`src/rtl/event_handshake_src_pkg.sv`:
```
// Shared handshake types for the event handshake source and the
// destination-side responder.
package event_handshake_src_pkg;

  typedef enum logic [1:0] {
    IDLE    = 2'd0,
    REQ     = 2'd1,
    ACK_LOW = 2'd2
  } hs_state_e;

  localparam int unsigned MIN_DATA_WIDTH = 1;

endpackage

```
`src/rtl/event_handshake_chan.sv`:
```
// One four-phase request channel: FSM, one-deep pending latch and
// sticky overflow flag.
module event_handshake_chan
  import event_handshake_src_pkg::*;
(
  input  logic clk_src,
  input  logic rst_src,
  input  logic event_in,
  input  logic ack_sync,
  input  logic ovf_clr,
  output logic req_out,
  output logic busy,
  output logic done,
  output logic overflow
);

  hs_state_e state_q, state_d;
  logic      pend_q, pend_d;
  logic      req_q, req_d;
  logic      done_q, done_d;
  logic      ovf_q, ovf_d;
  logic      drop;

  always_ff @(posedge clk_src) begin
    if (rst_src) begin
      state_q <= IDLE;
      pend_q  <= 1'b0;
      req_q   <= 1'b0;
      done_q  <= 1'b0;
      ovf_q   <= 1'b0;
    end else begin
      state_q <= state_d;
      pend_q  <= pend_d;
      req_q   <= req_d;
      done_q  <= done_d;
      ovf_q   <= ovf_d;
    end
  end

  always_comb begin
    state_d = state_q;
    pend_d  = pend_q;
    drop    = 1'b0;
    unique case (state_q)
      IDLE: begin
        if (!ack_sync && (event_in || pend_q)) begin
          // a pending event is consumed; a coincident arrival re-arms it
          state_d = REQ;
          pend_d  = pend_q & event_in;
        end else if (event_in) begin
          drop   = pend_q;
          pend_d = 1'b1;
        end
      end
      REQ: begin
        if (ack_sync) state_d = ACK_LOW;
        if (event_in) begin
          drop   = pend_q;
          pend_d = 1'b1;
        end
      end
      ACK_LOW: begin
        if (!ack_sync) begin
          state_d = pend_q ? REQ : IDLE;
          pend_d  = event_in;
        end else if (event_in) begin
          drop   = pend_q;
          pend_d = 1'b1;
        end
      end
      default: begin
        state_d = IDLE;
        pend_d  = 1'b0;
      end
    endcase
  end

  always_comb begin
    req_d  = (state_d == REQ);
    done_d = (state_q == ACK_LOW) && !ack_sync;
    ovf_d  = drop | (ovf_q & ~ovf_clr);
  end

  assign req_out  = req_q;
  assign done     = done_q;
  assign overflow = ovf_q;
  assign busy     = (state_q != IDLE) | pend_q;

endmodule

```
`src/rtl/event_handshake_src.sv`:
```
// Converts source-domain event pulses into held four-phase requests,
// one independent channel per bit.
module event_handshake_src
  import event_handshake_src_pkg::*;
#(
  parameter int DATA_WIDTH = 4
) (
  input  logic                  clk_src,
  input  logic                  rst_src,
  input  logic [DATA_WIDTH-1:0] event_in,
  input  logic [DATA_WIDTH-1:0] ack_sync,
  input  logic [DATA_WIDTH-1:0] ovf_clr,
  output logic [DATA_WIDTH-1:0] req_out,
  output logic [DATA_WIDTH-1:0] busy,
  output logic [DATA_WIDTH-1:0] done,
  output logic [DATA_WIDTH-1:0] overflow
);

  if (DATA_WIDTH < MIN_DATA_WIDTH) begin : g_bad_width
    $error("event_handshake_src: DATA_WIDTH must be >= 1");
  end

  for (genvar g = 0; g < DATA_WIDTH; g++) begin : g_chan
    event_handshake_chan u_chan (
      .clk_src  (clk_src),
      .rst_src  (rst_src),
      .event_in (event_in[g]),
      .ack_sync (ack_sync[g]),
      .ovf_clr  (ovf_clr[g]),
      .req_out  (req_out[g]),
      .busy     (busy[g]),
      .done     (done[g]),
      .overflow (overflow[g])
    );
  end

endmodule

```
`config.mk`:
```
export PLATFORM = sky130hd
export DESIGN_NAME = event_handshake_src
export DESIGN_NICKNAME = d
export VERILOG_FILES = /design/src/rtl/event_handshake_src_pkg.sv /design/src/rtl/event_handshake_chan.sv /design/src/rtl/event_handshake_src.sv
export SDC_FILE = /design/constraint.sdc
export NUM_CORES = 1
export LEC_CHECK = 0
export ABC_AREA = 1
export BUFFER_PORTS_ARGS = -buffer_cell sky130_fd_sc_hd__buf_2
export CORE_ASPECT_RATIO = 0.8
export CORE_UTILIZATION = 54
export DETAILED_ROUTE_END_ITERATION = 10
export GPL_ROUTABILITY_DRIVEN = 0
export PLACE_DENSITY = 0.84
export SLEW_MARGIN = 10
export SYNTH_ARGS = -nofsm -noshare
export SYNTH_HDL_FRONTEND = slang
export SYNTH_SLANG_ARGS = --single-unit
```
`constraint.sdc`:
```
create_clock -name clk_src -period 2.24 [get_ports clk_src]
set_input_delay 0.112 -clock clk_src [delete_from_list [all_inputs] [get_ports clk_src]]
set_output_delay 0.112 -clock clk_src [all_outputs]
set_load 0.01 [all_outputs]
```
==> metrics.txt <==
yosys warns 0; row count 14; post-synthesis cell area 1130 um2; Worst Max-Slew Pin Slew 0.2651 ns; DRC viols 0; share of Yosys cell area claimed by the top area cell type 0.4252; Pint 0.5991 mW; clock group share of total power 0.279; cell count after synthesis 158; Top-Level Pins 30; TritonCTS clock tree done; Final Max Slew Viols 0; vias in the first global route 941; RSZ-0062 raised after global routing false; share of cells above drive strength 1 0.2114; Final #Nets 190; flop2flop setup slack 1.20 ns; R2R Path End g_chan[3].u_chan.overflow; Via density 5.317; initial drt markers 46; Switching Share 0.2767; Layout Skew 0.004361 ns; Area Overhead vs Synth 8.527%; worst slack, placed 1.241 ns; final period utilization 0.5677; Leak 0.6193 nW; core area 1927 um2; Skew-Pair Late Insertion Delay 0.31 ns; CTS Buf Count 3; vias 1058; worst vdd ir 723.2 uV; crit path launch g_chan[3].u_chan.state_q[0]; post-DP HPWL 1763 um; post-route minimum period 1.272 ns; synth top area cells dfxtp_1 43%, buf_4 11%, nand2_1 9.6%; critical path endpoint busy[3]; Flop pwr share 0.565; CP max FO 5; Clock Sinks 24; utilization after layout 0.6364; combinational power share 0.156; largest net degree at the start of global routing 14; DIE AREA 2280 um2; status finished, final reports clean; Avg Inst Size Synth 7.151 um2; total congestion overflow 0; Slew HR 0.8226; clk root buf clkbuf_4; H-tree depth 1; initial antenna violation count 0; # port buffers 29; PwrDens 675.5 nW/um2; global-route wire length before repair 3760 um; Die Y 42.91 um; max cap viols 0; Overall Global Routing Usage 0.2260; Setup TNS 0 ns; Clock Path Buffers 2; final hold violation count 0; number of distinct library cells after synthesis 20; WL final 2304 um; sequential element share of the synthesized area 0.4252; arrival time worst endpoint 1.16 ns; final worst-path setup slack 0.9683 ns; PostCTS Resize Cnt 0; Yosys top cell by area dfxtp_1; Net Switching 0.2292 mW; Setup Buffers After CTS 0; CP Data Required Time 2.13 ns; n_diodes 0; worst r2r src g_chan[3].u_chan.state_q[0]; Initial Util 0.5864; Setup crit end kind primary output; die width 53.14 um; Clock transition at path regs 0.13 ns; first-pass detailed-route iteration total 4; wire length per cell 11.58 um; startpoint types flop; Reg2Reg Depth 7; WS Path Type flop to primary output; Syn Nets 172; most frequent cells in the layout 29 x nand2_1, 29 x buf_2, 24 x dfxtp_1, 22 x inv_1, 17 x nor2_1; post-route ant nets 0; hold crit path type input pin to flop; Synth Register Bits 24; Fmax 0.7863 GHz; # setup viols final 0
-- per-stage QoR --
stage          power [mW]  std cells  hold slack, ns  area (um2)
5_1_grt            0.8694        199        0.001198        1226
2_1_floorplan      0.5761        158          0.1905        1130
3_3_place_gp       0.5955        194          0.3372        1180
4_1_cts            0.8307        199        0.001066        1226
3_5_place_dp       0.6028        194          0.3337        1180
6_report           0.8282        199        0.008309        1226
-- how the worst min path moves through the flow --
stage | start | end | depth (start not counted)
after CTS | ack_sync[3] | g_chan[3].u_chan.done | 2
after global routing | ack_sync[3] | g_chan[3].u_chan.done | 2
final | ack_sync[3] | g_chan[3].u_chan.done | 2
after floorplan | ack_sync[2] | g_chan[2].u_chan.done | 1
after global placement | ack_sync[2] | g_chan[2].u_chan.done | 2
after detailed placement | ack_sync[2] | g_chan[2].u_chan.done | 2
-- layer usage --
| metal | vias up | GRT usage | wire [um] |
|---|---|---|---|
| met1 | 465 | 0.2599 | 999 |
| li1 | 528 | - | - |
| met2 | 57 | 0.3975 | 1098 |
| met4 | 0 | 0.04737 | 28 |
| met5 | - | 0 | 0 |
| met3 | 8 | 0.07885 | 178 |
-- area by class of cell --
type                       count  area [um2]
multi-input combinational     94       437.9
inverter                      23       86.33
timing repair buffer          30       155.1
clock buffer                   4       36.28
sequential                    24       480.5
tap                           24       30.03
fill                         167       700.7
-- worst max-delay path: stages, from the launching register on --
cell	delay (ns)
dfxtp_1	0.37
nor2_1	0.25
nand2_1	0.08
buf_2	0.15
-- power by group through the flow --
stage	logic [mW]	registers [mW]	clock network, mW
after floorplan	0.104	0.472	0
after global placement	0.120	0.475	0
after detailed placement	0.126	0.477	0
after CTS	0.128	0.467	0.235
after global routing	0.147	0.471	0.252
final	0.129	0.468	0.231
-- Yosys cell counts --
master and n:
o211ai_1 2, buf_2 1, dfxtp_1 24, nand2_2 2
nor4_1 1, nand3b_1 1, nor2_2 1, nand2_1 29
o21ai_0 4, a21oi_1 12, inv_1 22, o31ai_1 1
nand4_1 3, nor2_1 17, inv_2 1, nor3b_1 2
nor3_1 11, nand3_1 7, buf_4 16, and3_1 1
-- timing repair --
item,CTS,global route
setup endpoints to repair,0,0
hold endpoints to repair,1,0
hold buffers,1,0
-- registers in the layout, summed over array words and instances, names as in the netlist --
name                    flops
g_chan.u_chan.state_q       8
g_chan.u_chan.done          4
g_chan.u_chan.overflow      4
g_chan.u_chan.pend_q        4
g_chan.u_chan.req_out       4
-- logic make-up after synthesis --
group,share of synthesized area
AO/OA/AOI/OAI,0.09081
buffers and inverters,0.1872
flip-flops,0.4252
AND/OR/NAND/NOR,0.2968
Note: power is estimated with default switching activity, not from simulation.
